[src/rtl/lsu_pkg.sv]
// Shared types and constants for the load/store read-modify-write controller.
//   lsu_size_e   : access size encoding carried on req_size (2'b11 is illegal)
//   lsu_state_e  : controller FSM states, also exported on the debug port
//   BYTE_W/HALF_W/WORD_W : lane widths
//   is_misaligned: alignment rule used when LSU_ALIGN_CHECK_EN is defined
package lsu_pkg;

  typedef enum logic [1:0] {
    SZ_B = 2'b00,
    SZ_H = 2'b01,
    SZ_W = 2'b10
  } lsu_size_e;

  typedef enum logic [2:0] {
    S_IDLE   = 3'd0,
    S_LD     = 3'd1,
    S_ST_WR  = 3'd2,
    S_RMW_RD = 3'd3,
    S_RMW_WR = 3'd4
  } lsu_state_e;

  localparam int unsigned BYTE_W = 8;
  localparam int unsigned HALF_W = 16;
  localparam int unsigned WORD_W = 32;

  // Half needs addr[0]=0, word needs addr[1:0]=0, size 2'b11 is never legal.
  function automatic logic is_misaligned(input logic [1:0] size, input logic [1:0] off);
    logic bad;
    case (size)
      SZ_B:    bad = 1'b0;
      SZ_H:    bad = off[0];
      SZ_W:    bad = (off != 2'b00);
      default: bad = 1'b1;
    endcase
    return bad;
  endfunction

endpackage

[src/rtl/lsu_rmw_ctrl_if.sv]
// Core-side request/response handshake plus memory-side bus of lsu_rmw_ctrl.
//   req_*  : core -> controller request (valid/ready)
//   rsp_*  : controller -> core one-cycle response pulse
//   mem_*  : controller <-> single-port word memory (combinational read)
// Handshake: a request transfers on a rising edge where req_valid && req_ready
// are both high; the core may change the request fields after that edge.
// rsp_valid is a single-cycle pulse with no back-pressure.
// Modports: slave = controller view, master = core + memory model view.
interface lsu_rmw_ctrl_if #(
  parameter int ADDR_W = 32
);
  logic              req_valid;
  logic              req_ready;
  logic              req_we;
  logic [1:0]        req_size;
  logic              req_unsigned;
  logic [ADDR_W-1:0] req_addr;
  logic [31:0]       req_wdata;

  logic              rsp_valid;
  logic [31:0]       rsp_rdata;
  logic              rsp_err;

  logic [ADDR_W-1:0] mem_addr;
  logic [31:0]       mem_wdata;
  logic              mem_we;
  logic [31:0]       mem_rdata;

  modport slave (
    input  req_valid, req_we, req_size, req_unsigned, req_addr, req_wdata, mem_rdata,
    output req_ready, rsp_valid, rsp_rdata, rsp_err, mem_addr, mem_wdata, mem_we
  );

  modport master (
    output req_valid, req_we, req_size, req_unsigned, req_addr, req_wdata, mem_rdata,
    input  req_ready, rsp_valid, rsp_rdata, rsp_err, mem_addr, mem_wdata, mem_we
  );
endinterface

[src/rtl/lsu_lane_align.sv]
// Combinational lane steering for lsu_rmw_ctrl.
//   rd_word_i, off_i, size_i, unsigned_i -> ld_data_o : extracted, extended load
//   old_word_i, wdata_i, off_i, size_i   -> st_word_o : word with lane replaced
// Any size other than byte/half is treated as a full word.
module lsu_lane_align
  import lsu_pkg::*;
(
  input  logic [WORD_W-1:0] rd_word_i,
  input  logic [1:0]        off_i,
  input  logic [1:0]        size_i,
  input  logic              unsigned_i,
  input  logic [WORD_W-1:0] old_word_i,
  input  logic [WORD_W-1:0] wdata_i,
  output logic [WORD_W-1:0] ld_data_o,
  output logic [WORD_W-1:0] st_word_o
);

  logic [BYTE_W-1:0] ld_byte;
  logic [HALF_W-1:0] ld_half;

  always_comb begin
    case (off_i)
      2'd0:    ld_byte = rd_word_i[7:0];
      2'd1:    ld_byte = rd_word_i[15:8];
      2'd2:    ld_byte = rd_word_i[23:16];
      default: ld_byte = rd_word_i[31:24];
    endcase
    ld_half = off_i[1] ? rd_word_i[31:16] : rd_word_i[15:0];

    ld_data_o = rd_word_i;
    if (size_i == SZ_B) begin
      ld_data_o = {{(WORD_W-BYTE_W){~unsigned_i & ld_byte[BYTE_W-1]}}, ld_byte};
    end else if (size_i == SZ_H) begin
      ld_data_o = {{(WORD_W-HALF_W){~unsigned_i & ld_half[HALF_W-1]}}, ld_half};
    end
  end

  always_comb begin
    st_word_o = old_word_i;
    case (size_i)
      SZ_B: begin
        case (off_i)
          2'd0:    st_word_o[7:0]   = wdata_i[7:0];
          2'd1:    st_word_o[15:8]  = wdata_i[7:0];
          2'd2:    st_word_o[23:16] = wdata_i[7:0];
          default: st_word_o[31:24] = wdata_i[7:0];
        endcase
      end
      SZ_H: begin
        if (off_i[1]) st_word_o[31:16] = wdata_i[15:0];
        else          st_word_o[15:0]  = wdata_i[15:0];
      end
      default: st_word_o = wdata_i;
    endcase
  end

endmodule

[src/rtl/lsu_rmw_ctrl.sv]
// Load/store controller: turns byte/half/word loads and stores into accesses
// on a word-addressed single-port memory. Sub-word stores are done as a
// read (RMW_RD) followed by a merged full-word write (RMW_WR).
// Ports:
//   clk, rst_n   : clock, synchronous active-low reset
//   bus (slave)  : request/response handshake and memory bus
//   dbg_state_o  : current FSM state for observation
// Build option: LSU_ALIGN_CHECK_EN enables misalignment / illegal-size errors;
// without it low address bits are ignored and size 2'b11 acts as a word.
module lsu_rmw_ctrl
  import lsu_pkg::*;
#(
  parameter int ADDR_W = 32
) (
  input  logic                clk,
  input  logic                rst_n,
  lsu_rmw_ctrl_if.slave       bus,
  output lsu_state_e          dbg_state_o
);

  lsu_state_e        state_q, state_d;
  logic              we_q, we_d;
  logic [1:0]        size_q, size_d;
  logic              uns_q, uns_d;
  logic [ADDR_W-1:0] addr_q, addr_d;
  logic [31:0]       wdata_q, wdata_d;
  logic [31:0]       merge_q, merge_d;
  logic              rsp_valid_q, rsp_valid_d;
  logic              rsp_err_q, rsp_err_d;
  logic [31:0]       rsp_rdata_q, rsp_rdata_d;

  logic              req_ready;
  logic              misaligned;
  logic              sub_word;
  logic              mem_we_raw;
  logic [ADDR_W-1:0] mem_addr;
  logic [ADDR_W-1:0] word_addr;
  logic [31:0]       mem_wdata;
  logic [31:0]       ld_data;
  logic [31:0]       st_word;

`ifdef LSU_ALIGN_CHECK_EN
  assign misaligned = is_misaligned(bus.req_size, bus.req_addr[1:0]);
`else
  assign misaligned = 1'b0;
`endif

  assign sub_word  = (bus.req_size == SZ_B) || (bus.req_size == SZ_H);
  assign word_addr = {addr_q[ADDR_W-1:2], 2'b00};
  assign req_ready = rst_n && (state_q == S_IDLE);

  // Load extraction reads the live memory word; store merge uses the word
  // captured during RMW_RD.
  lsu_lane_align u_align (
    .rd_word_i  (bus.mem_rdata),
    .off_i      (addr_q[1:0]),
    .size_i     (size_q),
    .unsigned_i (uns_q),
    .old_word_i (merge_q),
    .wdata_i    (wdata_q),
    .ld_data_o  (ld_data),
    .st_word_o  (st_word)
  );

  always_comb begin
    state_d     = state_q;
    we_d        = we_q;
    size_d      = size_q;
    uns_d       = uns_q;
    addr_d      = addr_q;
    wdata_d     = wdata_q;
    merge_d     = merge_q;
    rsp_valid_d = 1'b0;
    rsp_err_d   = 1'b0;
    rsp_rdata_d = '0;
    mem_addr    = '0;
    mem_wdata   = '0;
    mem_we_raw  = 1'b0;

    case (state_q)
      S_IDLE: begin
        if (bus.req_valid && req_ready) begin
          we_d    = bus.req_we;
          size_d  = bus.req_size;
          uns_d   = bus.req_unsigned;
          addr_d  = bus.req_addr;
          wdata_d = bus.req_wdata;
          if (misaligned) begin
            // Rejected without touching memory; respond next cycle.
            rsp_valid_d = 1'b1;
            rsp_err_d   = 1'b1;
          end else if (!bus.req_we) begin
            state_d = S_LD;
          end else if (sub_word) begin
            state_d = S_RMW_RD;
          end else begin
            state_d = S_ST_WR;
          end
        end
      end
      S_LD: begin
        mem_addr    = word_addr;
        rsp_valid_d = 1'b1;
        rsp_rdata_d = ld_data;
        state_d     = S_IDLE;
      end
      S_ST_WR: begin
        mem_addr    = word_addr;
        mem_wdata   = wdata_q;
        mem_we_raw  = 1'b1;
        rsp_valid_d = 1'b1;
        state_d     = S_IDLE;
      end
      S_RMW_RD: begin
        mem_addr = word_addr;
        merge_d  = bus.mem_rdata;
        state_d  = S_RMW_WR;
      end
      S_RMW_WR: begin
        mem_addr    = word_addr;
        mem_wdata   = st_word;
        mem_we_raw  = 1'b1;
        rsp_valid_d = 1'b1;
        state_d     = S_IDLE;
      end
      default: state_d = S_IDLE;
    endcase
  end

  always_ff @(posedge clk) begin
    if (!rst_n) begin
      state_q     <= S_IDLE;
      we_q        <= 1'b0;
      size_q      <= 2'b00;
      uns_q       <= 1'b0;
      addr_q      <= '0;
      wdata_q     <= '0;
      merge_q     <= '0;
      rsp_valid_q <= 1'b0;
      rsp_err_q   <= 1'b0;
      rsp_rdata_q <= '0;
    end else begin
      state_q     <= state_d;
      we_q        <= we_d;
      size_q      <= size_d;
      uns_q       <= uns_d;
      addr_q      <= addr_d;
      wdata_q     <= wdata_d;
      merge_q     <= merge_d;
      rsp_valid_q <= rsp_valid_d;
      rsp_err_q   <= rsp_err_d;
      rsp_rdata_q <= rsp_rdata_d;
    end
  end

  assign bus.req_ready = req_ready;
  assign bus.rsp_valid = rsp_valid_q;
  assign bus.rsp_err   = rsp_err_q;
  assign bus.rsp_rdata = rsp_rdata_q;
  assign bus.mem_addr  = mem_addr;
  assign bus.mem_wdata = mem_wdata;
  // Gated by reset so an interrupted store never reaches memory.
  assign bus.mem_we    = mem_we_raw & rst_n;
  assign dbg_state_o   = state_q;

endmodule

[src/flat_wrapper.sv]
// flat-port wrapper written by rule: the top's interface ports become plain ports
module lsu_rmw_ctrl_flat import lsu_pkg::*;
#(
  parameter int ADDR_W = 32
)
  (clk, rst_n, dbg_state_o, bus_req_valid, bus_req_we, bus_req_size, bus_req_unsigned, bus_req_addr, bus_req_wdata, bus_mem_rdata, bus_req_ready, bus_rsp_valid, bus_rsp_rdata, bus_rsp_err, bus_mem_addr, bus_mem_wdata, bus_mem_we);
  lsu_rmw_ctrl_if #(.ADDR_W(ADDR_W)) bus_i ();
  input  logic clk;
  input  logic rst_n;
  output lsu_state_e dbg_state_o;
  input wire logic [$bits(bus_i.req_valid)-1:0] bus_req_valid;
  input wire logic [$bits(bus_i.req_we)-1:0] bus_req_we;
  input wire logic [$bits(bus_i.req_size)-1:0] bus_req_size;
  input wire logic [$bits(bus_i.req_unsigned)-1:0] bus_req_unsigned;
  input wire logic [$bits(bus_i.req_addr)-1:0] bus_req_addr;
  input wire logic [$bits(bus_i.req_wdata)-1:0] bus_req_wdata;
  input wire logic [$bits(bus_i.mem_rdata)-1:0] bus_mem_rdata;
  output wire logic [$bits(bus_i.req_ready)-1:0] bus_req_ready;
  output wire logic [$bits(bus_i.rsp_valid)-1:0] bus_rsp_valid;
  output wire logic [$bits(bus_i.rsp_rdata)-1:0] bus_rsp_rdata;
  output wire logic [$bits(bus_i.rsp_err)-1:0] bus_rsp_err;
  output wire logic [$bits(bus_i.mem_addr)-1:0] bus_mem_addr;
  output wire logic [$bits(bus_i.mem_wdata)-1:0] bus_mem_wdata;
  output wire logic [$bits(bus_i.mem_we)-1:0] bus_mem_we;
  assign bus_i.req_valid = bus_req_valid;
  assign bus_i.req_we = bus_req_we;
  assign bus_i.req_size = bus_req_size;
  assign bus_i.req_unsigned = bus_req_unsigned;
  assign bus_i.req_addr = bus_req_addr;
  assign bus_i.req_wdata = bus_req_wdata;
  assign bus_i.mem_rdata = bus_mem_rdata;
  assign bus_req_ready = bus_i.req_ready;
  assign bus_rsp_valid = bus_i.rsp_valid;
  assign bus_rsp_rdata = bus_i.rsp_rdata;
  assign bus_rsp_err = bus_i.rsp_err;
  assign bus_mem_addr = bus_i.mem_addr;
  assign bus_mem_wdata = bus_i.mem_wdata;
  assign bus_mem_we = bus_i.mem_we;
  lsu_rmw_ctrl #(.ADDR_W(ADDR_W)) u_core (.clk(clk), .rst_n(rst_n), .bus(bus_i), .dbg_state_o(dbg_state_o));
endmodule
[config.mk]
export PLATFORM = sky130hd
export DESIGN_NAME = lsu_rmw_ctrl_flat
export DESIGN_NICKNAME = d
export VERILOG_FILES = /design/src/rtl/lsu_pkg.sv /design/src/rtl/lsu_rmw_ctrl_if.sv /design/src/rtl/lsu_lane_align.sv /design/src/rtl/lsu_rmw_ctrl.sv /design/src/flat_wrapper.sv
export SDC_FILE = /design/constraint.sdc
export NUM_CORES = 1
export LEC_CHECK = 0
export BUFFER_PORTS_ARGS = -buffer_cell sky130_fd_sc_hd__buf_2
export CORE_UTILIZATION = 40
export CTS_BUF_LIST = sky130_fd_sc_hd__clkbuf_4 sky130_fd_sc_hd__clkbuf_8 sky130_fd_sc_hd__clkbuf_16
export CTS_CLUSTER_SIZE = 28
export DETAILED_ROUTE_END_ITERATION = 8
export SYNTH_ARGS = -nofsm -noshare
export SYNTH_HDL_FRONTEND = slang
export SYNTH_HIERARCHICAL = 1
export SYNTH_SLANG_ARGS = --single-unit
export TNS_END_PERCENT = 5
[constraint.sdc]
create_clock -name clk -period 4.2 [get_ports clk]
set_clock_uncertainty 0.15 [all_clocks]
set_input_delay 0.84 -clock clk [delete_from_list [all_inputs] [get_ports clk]]
set_output_delay 0.84 -clock clk [all_outputs]
set_load 0.02 [all_outputs]
==> out/qor.yml, run 1 <==
placed_design:
  gp_congestion: 0.820
  hpwl_mm: 15.3
  portBuffers: 202
  preCtsSetupSlack_ps: 954
  postPlaceCellArea_um2: 8100
  numPlacedInstances: 1216
clock_network:
  cts.sink_count: 135
  clock_tree.buffer_depth: 2
  clock_tree_from_tritoncts: "yes"
  cts_inserted_buffers: 17
  post_cts_buffers: 0
  cts.hold.buffers_added: 0
  htree_num_levels: 4
  cts.repair.resized: 0
  cts_root_buf: "sky130_fd_sc_hd__clkbuf_16"
  path_clk_slew_ps: 60
  clkLatencyLatePin_ps: 430
yosys:
  yosys_most_used_dff: "sky130_fd_sc_hd__dfxtp_1"
  synth_compound_gate_area_share_pct: 22.5
  xor_xnor_cell_area_share_of_the_yosys_netlist_pct: 0.246
  syn_area_um2: 7120
  synth-async-reset-ratio_pct: 0
  synth_mux_area_share_pct: 5.59
  postSynthAreaPerCell_um2: 8.29
  synth_fa_ha_area_share_pct: 0
  syn-instance-count: 859
  ys.warnings.count: 6
  synth_cell_types: 52
  synth-seq-cells: 135
  ys_seq_area_share_pct: 37.9
  synth_simple_gate_area_share_pct: 26.1
  synth-edff-count: 0
  combinational_family_with_the_most_area_after_synthesis: "simple AND/OR/NAND/NOR gates"
sta:
  period_share_pct: 87.8
  report.final.slew_viol_count: 0
  relSlewSlack_pct: 40.2
  timing_worst_slew_pin_value_ps: 895
  setup_viol: 0
  min_tclk_post_route_ps: 3690
  max_clock_freq_ghz: 0.271
  setup_ws_ps: 513
  finalSetupTns_ps: 0
  unrepaired_setup_endpoints_after_global_routing: "false"
  report.final.hold_viol_count: 0
  hold_slack_ps: 294
drt:
  postRouteAntennaNets: 0
  dr.pass1.iters: 5
  detailedRoute.firstIterationViolations: 466
  totalWireLength_mm: 22.0
  detailroute.via_count: 6769
  post-route-drc-count: 0
  wl_per_cell_um: 17.7
  vias_per_cell: 5.43
floorplan:
  initial_core_util_pct: 41.0
  die-height_um: 135
  row_count: 48
  core_area_um2: 17400
  pin_count: 206
  die_width_um: 135
  design.die.area_um2: 18300
layout:
  design_area_um2: 8700
  proportion_of_layout_cells_with_a_drive_suffix_above_1_pct: 28.1
  layout.cells.most_common_list: "202 x sky130_fd_sc_hd__buf_2, 144 x sky130_fd_sc_hd__nand2_1, 133 x sky130_fd_sc_hd__dfxtp_1"
  instances_no_fill: 1247
  layout.core_utilization_pct: 50.1
  flow.area_growth_from_synthesis_pct: 22.1
  finish.net_count: 1113
  mostFrequentLayoutCell: "sky130_fd_sc_hd__buf_2"
  antennaDiodeCount: 0
  filler_cell_count: 1750
worst_setup_path:
  wp_data_required_ps: 3210
  worst_setup_path_start_kind: "flip-flop"
  cp-end-kind: "output port"
  arrival_time_worst_endpoint_ps: 2700
  reg2reg_setup_slack_ps: 1630
  setup.worst_path.class: "flip-flop to output port"
  worstPathMaxFanout: 18
global_route:
  via_count_of_the_first_global_routing_pass: 6314
  grtUsageTotal_pct: 24.3
  globalRouteOverflowTotal: 0
  antenna_found_initial: 1
  grt_start_max_net_pins: 69
  global_route_wire_length_before_repair_mm: 34.1
flow_run:
  maxCapViolations: 0
power_and_ir_drop:
  netSwitchingFraction_pct: 27.5
  report.power.total_mw: 3.46
  max-vdd-ir-drop_mv: 0.316
  pwr_density_cell_nw_per_um2: 398
  power.clock.fraction_pct: 44.0
  p_leak_nw: 3.75
  pwr-share-seq_pct: 40.9
  switchingPower_mw: 0.950
  cell_internal_pwr_mw: 2.51
  p_comb_share_pct: 15.1
run_status:
  run_status: "complete, no violations"
hold_path:
  hold_path.class: "flip-flop to flip-flop"
==> flip-flops by register name, summed over array words and instances (netlist names) <==
register and count:
u_core/size_q 2, u_core/uns_q 1, u_core/bus.rsp_valid 1, u_core/merge_q 32, u_core/wdata_q 32, u_core/bus.rsp_rdata 32
u_core/addr_q 32, u_core/dbg_state_o 3
==> layout make-up <==
type                    instances  area (um^2)  area share (%)
flip-flops and latches        135         2710            31.1
clock inverters                12          154            1.77
well taps                     225          282            3.24
multi-input cells             620         3900            44.9
repair buffers                217         1140            13.1
inverters                      19         71.3           0.820
clock buffers                  19          447            5.14
==> kinds of logic after synthesis <==
logic type | after synthesis
other | 1
AO/OA/AOI/OAI | 224
multiplexers | 29
flip-flops | 135
XOR/XNOR | 2
buffers and inverters | 106
AND/OR/NAND/NOR | 362
==> synth_stat cells (4+ instances only) <==
cell type	instances	area share (%)
sky130_fd_sc_hd__a211o_1	4	0.49
sky130_fd_sc_hd__o221ai_1	4	0.49
sky130_fd_sc_hd__a211oi_1	12	1.3
sky130_fd_sc_hd__o21ai_1	21	1.5
sky130_fd_sc_hd__a21oi_1	5	0.35
sky130_fd_sc_hd__a21boi_0	32	3.4
sky130_fd_sc_hd__nor2b_1	30	2.6
sky130_fd_sc_hd__a2bb2oi_1	5	0.61
sky130_fd_sc_hd__clkbuf_1	42	2.2
sky130_fd_sc_hd__inv_1	19	1.0
sky130_fd_sc_hd__a31o_2	5	0.61
sky130_fd_sc_hd__and3_1	5	0.44
sky130_fd_sc_hd__o211ai_1	7	0.74
sky130_fd_sc_hd__o21ai_0	56	3.9
sky130_fd_sc_hd__buf_2	22	1.5
sky130_fd_sc_hd__clkbuf_2	4	0.28
sky130_fd_sc_hd__nand3_1	67	4.7
sky130_fd_sc_hd__dfxtp_1	135	38
sky130_fd_sc_hd__nor3_1	8	0.56
sky130_fd_sc_hd__and3b_1	10	1.2
sky130_fd_sc_hd__mux2_2	8	1.3
sky130_fd_sc_hd__a221o_1	11	1.5
sky130_fd_sc_hd__mux4_2	7	2.2
sky130_fd_sc_hd__mux2i_1	12	1.7
sky130_fd_sc_hd__a22o_1	36	4.4
sky130_fd_sc_hd__o22ai_1	16	1.4
sky130_fd_sc_hd__buf_6	10	1.6
sky130_fd_sc_hd__and2_1	76	6.7
sky130_fd_sc_hd__nor2_1	10	0.53
sky130_fd_sc_hd__nand2_1	144	7.6
sky130_fd_sc_hd__buf_4	9	0.95
==> power groups by stage <==
stage / Sequential, mW / Clock [mW] / Combinational (mW)
global placement: 1.44 / 0 / 0.514
detailed placement: 1.44 / 0 / 0.516
finish: 1.42 / 1.52 / 0.521
CTS: 1.41 / 1.55 / 0.518
floorplan: 1.42 / 0 / 0.378
global route: 1.42 / 1.60 / 0.571
==> routing by layer <==
metal / global-route usage, % / share of wire [%] / up-vias
met5: 0 / 0.059 / -
met4: 10.0 / 2.5 / 2
met3: 7.15 / 8.6 / 36
met2: 37.3 / 45 / 294
met1: 31.6 / 44 / 3148
li1: - / - / 3289
==> worst max-delay path: stages (launching register included) <==
cell	delay [ps]
sky130_fd_sc_hd__dfxtp_1	900
sky130_fd_sc_hd__nand2b_4	230
sky130_fd_sc_hd__a21oi_4	400
sky130_fd_sc_hd__mux2_2	390
sky130_fd_sc_hd__a22o_1	190
sky130_fd_sc_hd__buf_2	150
==> worst paths after layout <==
check | startpoint | end | cells after the start
setup reg to reg | u_core/addr_q[0]$_SDFFE_PN0P_ | u_core/bus.rsp_rdata[7]$_SDFF_PN0_ | 4
hold / removal | u_core/addr_q[12]$_SDFFE_PN0P_ | u_core/addr_q[12]$_SDFFE_PN0P_ | 2
setup / recovery | u_core/addr_q[0]$_SDFFE_PN0P_ | bus_mem_wdata[2] | 5
hold reg to reg | u_core/addr_q[12]$_SDFFE_PN0P_ | u_core/addr_q[12]$_SDFFE_PN0P_ | 2
Note: power is estimated with default switching activity, not from simulation.
==> run 2, diff against run 1 <==
- GPL_TIMING_DRIVEN: not set -> 0
==> run 2 against run 1 <==
Non-clock buffer count grew 71. Combinational power grew 12%. Sequential power is essentially flat. Sequential cell count is the same. Die area is the same. Core utilization grew 2.0 points. Setup slack gained 330 ps. Design area grew 4.0%. Via count grew 4.9%. Critical path depth is the same. Final cell count grew 5.8%.
==> out/qor.yml, run 2 (synthesized netlist as in run 1, its figures left out) <==
clock_network:
  htree_num_levels: 4  # unchanged
  cts.sink_count: 135  # unchanged
  cts_inserted_buffers: 17  # unchanged
  post_cts_buffers: 0  # unchanged
  path_clk_slew_ps: 60  # about the same
  cts.repair.resized: 0  # unchanged
  cts.hold.buffers_added: 0  # unchanged
  cts_root_buf: "sky130_fd_sc_hd__clkbuf_16"
  clock_tree_from_tritoncts: "yes"
  clock_tree.buffer_depth: 2  # unchanged
  clkLatencyLatePin_ps: 420  # about the same
drt:
  wl_per_cell_um: 18.1  # +2.4%
  totalWireLength_mm: 23.9  # +8.3%
  post-route-drc-count: 0  # unchanged
  detailedRoute.firstIterationViolations: 403  # -14%
  dr.pass1.iters: 8  # +3
  vias_per_cell: 5.39  # -0.78%
  postRouteAntennaNets: 0  # unchanged
  detailroute.via_count: 7104  # +4.9%
power_and_ir_drop:
  max-vdd-ir-drop_mv: 0.297  # -6.0%
  power.clock.fraction_pct: 44.4  # +0.4 points
  p_leak_nw: 3.97  # +5.7%
  p_comb_share_pct: 16.4  # +1.3 points
  netSwitchingFraction_pct: 27.1  # -0.41 points
  cell_internal_pwr_mw: 2.61  # +3.9%
  pwr-share-seq_pct: 39.2  # -1.7 points
  pwr_density_cell_nw_per_um2: 395  # -0.67%
  switchingPower_mw: 0.967  # +1.8%
sta:
  finalSetupTns_ps: 0  # unchanged
  min_tclk_post_route_ps: 3360  # -327 ps
  unrepaired_setup_endpoints_after_global_routing: "false"
  max_clock_freq_ghz: 0.298  # +9.7%
  setup_viol: 0  # unchanged
  report.final.hold_viol_count: 0  # unchanged
  period_share_pct: 80.0  # -7.8 points
  report.final.slew_viol_count: 0  # unchanged
  hold_slack_ps: 291  # -2.17 ps
  relSlewSlack_pct: 55.1  # +15 points
  setup_ws_ps: 841  # +327 ps
  timing_worst_slew_pin_value_ps: 673  # -222 ps
run_status:
  run_status: "complete, no violations"
floorplan:
  core_area_um2: 17400  # unchanged
  die-height_um: 135  # unchanged
  design.die.area_um2: 18300  # unchanged
  initial_core_util_pct: 41.0  # unchanged
  pin_count: 206  # unchanged
  row_count: 48  # unchanged
  die_width_um: 135  # unchanged
layout:
  register_area_um2: 2700  # about the same
  layout.cells.most_common_list: "223 x sky130_fd_sc_hd__buf_2, 144 x sky130_fd_sc_hd__nand2_1, 135 x sky130_fd_sc_hd__dfxtp_1"
  antennaDiodeCount: 0  # unchanged
  mostFrequentLayoutCell: "sky130_fd_sc_hd__buf_2"
  multi_input_area_um2: 3890  # -0.38%
  filler_cell_count: 1705  # -2.6%
  layout.core_utilization_pct: 52.1  # +2.0 points
  flow.area_growth_from_synthesis_pct: 27.0
  proportion_of_layout_cells_with_a_drive_suffix_above_1_pct: 28.6  # +0.53 points
  finish.net_count: 1184  # +6.4%
placed_design:
  preCtsSetupSlack_ps: 1120  # +168 ps
  portBuffers: 201  # -0.50%
  gp_congestion: 0.888  # +8.2%
  hpwl_mm: 18.4  # +21%
worst_setup_path:
  setup.worst_path.class: "flip-flop to output port"
  wp_data_required_ps: 3210  # about the same
  worst_setup_path_start_kind: "flip-flop"
  cp-end-kind: "output port"
  arrival_time_worst_endpoint_ps: 2370  # -330 ps
  reg2reg_setup_slack_ps: 2170  # +540 ps
  worst-r2r-cell-count: 6  # +2
  worstPathMaxFanout: 10  # -8
  reg2reg_to: "u_core/addr_q[9]$_SDFFE_PN0P_"
  timing.rr.start: "u_core/dbg_state_o[1]$_SDFFE_PN0P_"
global_route:
  global_route_wire_length_before_repair_mm: 36.9  # +8.2%
  grtUsageTotal_pct: 26.7  # +2.4 points
  via_count_of_the_first_global_routing_pass: 6854  # +8.6%
  antenna_found_initial: 0  # -1
  globalRouteOverflowTotal: 0  # unchanged
  grt_start_max_net_pins: 17  # -75%
hold_path:
  hold_depth: 2  # unchanged
  hold_path.class: "flip-flop to flip-flop"
  hold-path-endpoint: "u_core/addr_q[6]$_SDFFE_PN0P_"
  hp-start: "u_core/addr_q[6]$_SDFFE_PN0P_"
flow_run:
  maxCapViolations: 0  # unchanged
## run 2: changes by cell type in the layout (fill, tap and decap cells not counted), moves of 2 or more
cell / delta
sky130_fd_sc_hd__buf_2: +21
sky130_fd_sc_hd__buf_4: -5
sky130_fd_sc_hd__buf_6: +10
sky130_fd_sc_hd__clkbuf_1: +42
sky130_fd_sc_hd__clkbuf_2: +4
sky130_fd_sc_hd__clkinv_2: +2
sky130_fd_sc_hd__dfxtp_1: +2
sky130_fd_sc_hd__dfxtp_2: -2
## run 2: metrics by stage
step / cell area (um^2) / std cells / total power, mW
after floorplan: 7130 / 861 / 1.80
after global placement: 8420 / 1287 / 2.00
after global routing: 9050 / 1319 / 3.72
after CTS: 9050 / 1319 / 3.60
final: 9050 / 1319 / 3.57
after detailed placement: 8420 / 1287 / 2.01
## run 2: worst max-delay path by stage
| stage | from | to | slack (ps) | cells past startpoint |
|---|---|---|---|---|
| after floorplan | rst_n | bus_req_ready | 1680 | 2 |
| after global placement | rst_n | bus_req_ready | 1130 | 4 |
| after detailed placement | rst_n | bus_req_ready | 1120 | 4 |
| after CTS | u_core/dbg_state_o[1]$_SDFFE_PN0P_ | bus_mem_wdata[10] | 840 | 7 |
| after global routing | u_core/size_q[1]$_SDFFE_PN0P_ | bus_mem_wdata[30] | 740 | 6 |
| final | u_core/dbg_state_o[1]$_SDFFE_PN0P_ | bus_mem_wdata[6] | 840 | 5 |
## run 2: power by group through the flow
stage	Sequential, mW	Clock (mW)	Combinational, mW
global route	1.41	1.67	0.638
detailed placement	1.43	0	0.579
finish	1.40	1.59	0.585
CTS	1.40	1.61	0.581
floorplan	1.42	0	0.378
global placement	1.43	0	0.576
## run 2: layer usage
metal | share of wire [%] | routed length (um) | up-vias | GRT usage, %
met5 | 0 | 0 | - | 0
met4 | 3.6 | 861 | 0 | 12.2
met3 | 9.0 | 2150 | 57 | 7.71
met2 | 45 | 10800 | 337 | 43.0
met1 | 42 | 10000 | 3281 | 32.9
li1 | - | - | 3429 | -
## run 2: worst max-delay path: stages (launching register included)
cell and delay [ps]:
sky130_fd_sc_hd__dfxtp_1 350, sky130_fd_sc_hd__clkbuf_1 330, sky130_fd_sc_hd__nor3b_2 510, sky130_fd_sc_hd__buf_2 340, sky130_fd_sc_hd__a22o_1 240, sky130_fd_sc_hd__buf_2 180
## run 2: final cells by class
cell class | instances | area share [%]
plain buffers | 87 | 5.17
clock buffers | 19 | 5.01
clock inverters | 13 | 1.96
inverters | 19 | 0.788
multi-input cells | 620 | 43.0
flip-flops and latches | 135 | 29.9
well taps | 225 | 3.11
repair buffers | 201 | 11.1
==> run 3, diff against run 2 <==
- clock period: 4.2 -> 3.1 ns (I/O delays scaled with it)
==> run 3 against run 2 <==
Critical path depth increased by 1. Clock power increased by 35%. First-iteration DRC count increased by 4.5%. Clock-buffer cell count unchanged. Via count decreased by 0.42%. Non-clock buffer count decreased by 1. Routed wire length increased by 0.31%. Final cell count about the same. Core utilization increased by 0.11 points. Sequential cell count unchanged. Highest routed layer unchanged.
==> out/qor.yml, run 3 (synthesized netlist as in run 1, its figures left out) <==
sta:
  finalSetupTns_ps: 0  # unchanged
  report.final.hold_viol_count: 0  # unchanged
  period_share_pct: 97.2
  relSlewSlack_pct: 55.9  # +0.73 points
  max_clock_freq_ghz: 0.332
  setup_viol: 0  # unchanged
  unrepaired_setup_endpoints_after_global_routing: "false"
  report.final.slew_viol_count: 0  # unchanged
  timing_worst_slew_pin_value_ps: 662  # -11.0 ps
  setup_ws_ps: 87.4  # -753 ps
  min_tclk_post_route_ps: 3010
  hold_slack_ps: 234  # -57.5 ps
worst_setup_path:
  critical_path.top_delay_family: "compound AO/OA/AOI/OAI gates"
  cp-end-kind: "output port"
  critical-path-max-stage-delay_ps: 540  # +30 ps
  worstPathMaxFanout: 10  # unchanged
  worst_setup_path_start_kind: "flip-flop"
  arrival_time_worst_endpoint_ps: 2240  # -130 ps
  setup.worst_path.start: "u_core/size_q[1]$_SDFFE_PN0P_"
  critPathSlowestCell: "sky130_fd_sc_hd__dfxtp_1"
  timing.rr.start: "u_core/dbg_state_o[2]$_SDFFE_PN0P_"
  cp_cell_sequence: "buf_6, buf_4, a21oi_1, a221o_1, a22o_1, buf_2"
  wp_data_required_ps: 2330  # -880 ps
  path_buf_inv: 3  # unchanged
  setup.worst_path.class: "flip-flop to output port"
layout:
  mostFrequentLayoutCell: "sky130_fd_sc_hd__buf_2"
  register_area_um2: 2700  # unchanged
  multi_input_area_um2: 3890  # +0.16%
  antennaDiodeCount: 0  # unchanged
  finish.net_count: 1183  # -0.084%
  layout.cells.most_common_list: "221 x sky130_fd_sc_hd__buf_2, 144 x sky130_fd_sc_hd__nand2_1, 135 x sky130_fd_sc_hd__dfxtp_1"
  proportion_of_layout_cells_with_a_drive_suffix_above_1_pct: 29.2  # +0.58 points
  flow.area_growth_from_synthesis_pct: 27.3
  filler_cell_count: 1705  # unchanged
drt:
  dr.pass1.iters: 6  # -2
  wl_per_cell_um: 18.2  # +0.39%
  detailedRoute.firstIterationViolations: 421  # +4.5%
  totalWireLength_mm: 23.9  # +0.31%
  post-route-drc-count: 0  # unchanged
  vias_per_cell: 5.37  # -0.35%
  postRouteAntennaNets: 0  # unchanged
  detailroute.via_count: 7074  # -0.42%
placed_design:
  portBuffers: 201  # unchanged
  preCtsSetupSlack_ps: 405  # -717 ps
  gp_congestion: 0.888  # unchanged
  hpwl_mm: 18.4  # unchanged
power_and_ir_drop:
  report.power.total_mw: 4.85  # +36%
  p_leak_nw: 3.99  # +0.49%
  max-vdd-ir-drop_mv: 0.404  # +36%
  pwr_density_cell_nw_per_um2: 535  # +35%
clock_network:
  clock_tree.buffer_depth: 2  # unchanged
  path_clk_slew_ps: 50  # about the same
  clkLatencyLatePin_ps: 420  # about the same
  htree_num_levels: 4  # unchanged
  post_cts_buffers: 0  # unchanged
  clock_tree_from_tritoncts: "yes"
  cts_root_buf: "sky130_fd_sc_hd__clkbuf_16"
  cts_inserted_buffers: 17  # unchanged
  cts.sink_count: 135  # unchanged
  cts.hold.buffers_added: 0  # unchanged
flow_run:
  maxCapViolations: 0  # unchanged
floorplan:
  die_width_um: 135  # unchanged
  die-height_um: 135  # unchanged
  design.die.area_um2: 18300  # unchanged
  core_area_um2: 17400  # unchanged
  row_count: 48  # unchanged
  pin_count: 206  # unchanged
  initial_core_util_pct: 41.0  # unchanged
global_route:
  via_count_of_the_first_global_routing_pass: 6840  # -0.20%
  globalRouteOverflowTotal: 0  # unchanged
  global_route_wire_length_before_repair_mm: 36.9  # about the same
  grtUsageTotal_pct: 26.7  # unchanged
  grt_start_max_net_pins: 17  # unchanged
  antenna_found_initial: 0  # unchanged
hold_path:
  hold_path.class: "primary input to flip-flop"
  hp-start: "bus_req_we"
run_status:
  run_status: "complete, no violations"
-- run 3: changes by cell type in the layout (fill, tap and decap cells not counted), sizes merged --
cell    previous run  this run
clkbuf            65        64
-- run 3: layout make-up --
| type | instances | share of cell area (%) |
|---|---|---|
| multi-input combinational | 620 | 42.9 |
| sequential | 135 | 29.8 |
| timing repair buffer | 201 | 11.1 |
| buffer | 86 | 5.30 |
| clock buffer | 19 | 5.00 |
| tap | 225 | 3.11 |
| clock inverter | 13 | 1.96 |
| inverter | 19 | 0.787 |
-- run 3: timing repair --
| item | 4_1_cts | 5_1_grt |
|---|---|---|
| endpoints found under the hold margin | 0 | 0 |
| pin swaps | 0 | 0 |
| endpoints found under the setup margin | 16 | 51 |
| resized for setup | 3 | 13 |
-- run 3: final timing paths --
path,end,slack [ps],depth (start not counted)
min reg2reg,u_core/addr_q[6]$_SDFFE_PN0P_,290,2
max reg2reg,u_core/addr_q[9]$_SDFFE_PN0P_,1060,6
max,bus_mem_wdata[22],90,6
min,u_core/dbg_state_o[0]$_SDFFE_PN0P_,230,2
-- run 3: report_power, final --
part	internal, mW	switching [mW]
Clock	1.38	0.771
Combinational	0.332	0.466
Sequential	1.82	0.0763
Total	3.53	1.31
-- run 3: worst register-to-register path, cell delays in order, from the launching register on --
cell	delay [ps]
sky130_fd_sc_hd__dfxtp_1	300
sky130_fd_sc_hd__buf_2	190
sky130_fd_sc_hd__nor4b_4	510
sky130_fd_sc_hd__and2_1	320
sky130_fd_sc_hd__buf_4	230
sky130_fd_sc_hd__buf_6	160
sky130_fd_sc_hd__o21ai_1	80
-- run 3: through the flow --
step                      util [%]  cell area (um^2)  cells
after floorplan                  -              7130    861
after global placement        48.5              8420   1287
after detailed placement      48.5              8420   1287
after CTS                     52.2              9050   1318
after global routing          52.2              9070   1318
final                         52.2              9070   1318
-- run 3: routing by layer --
metal	global-route usage, %	up-vias	wire length, um
met2	43.0	338	11000
li1	-	3433	-
met4	12.0	0	791
met3	7.71	58	2050
met5	0	-	0
met1	32.9	3245	10100
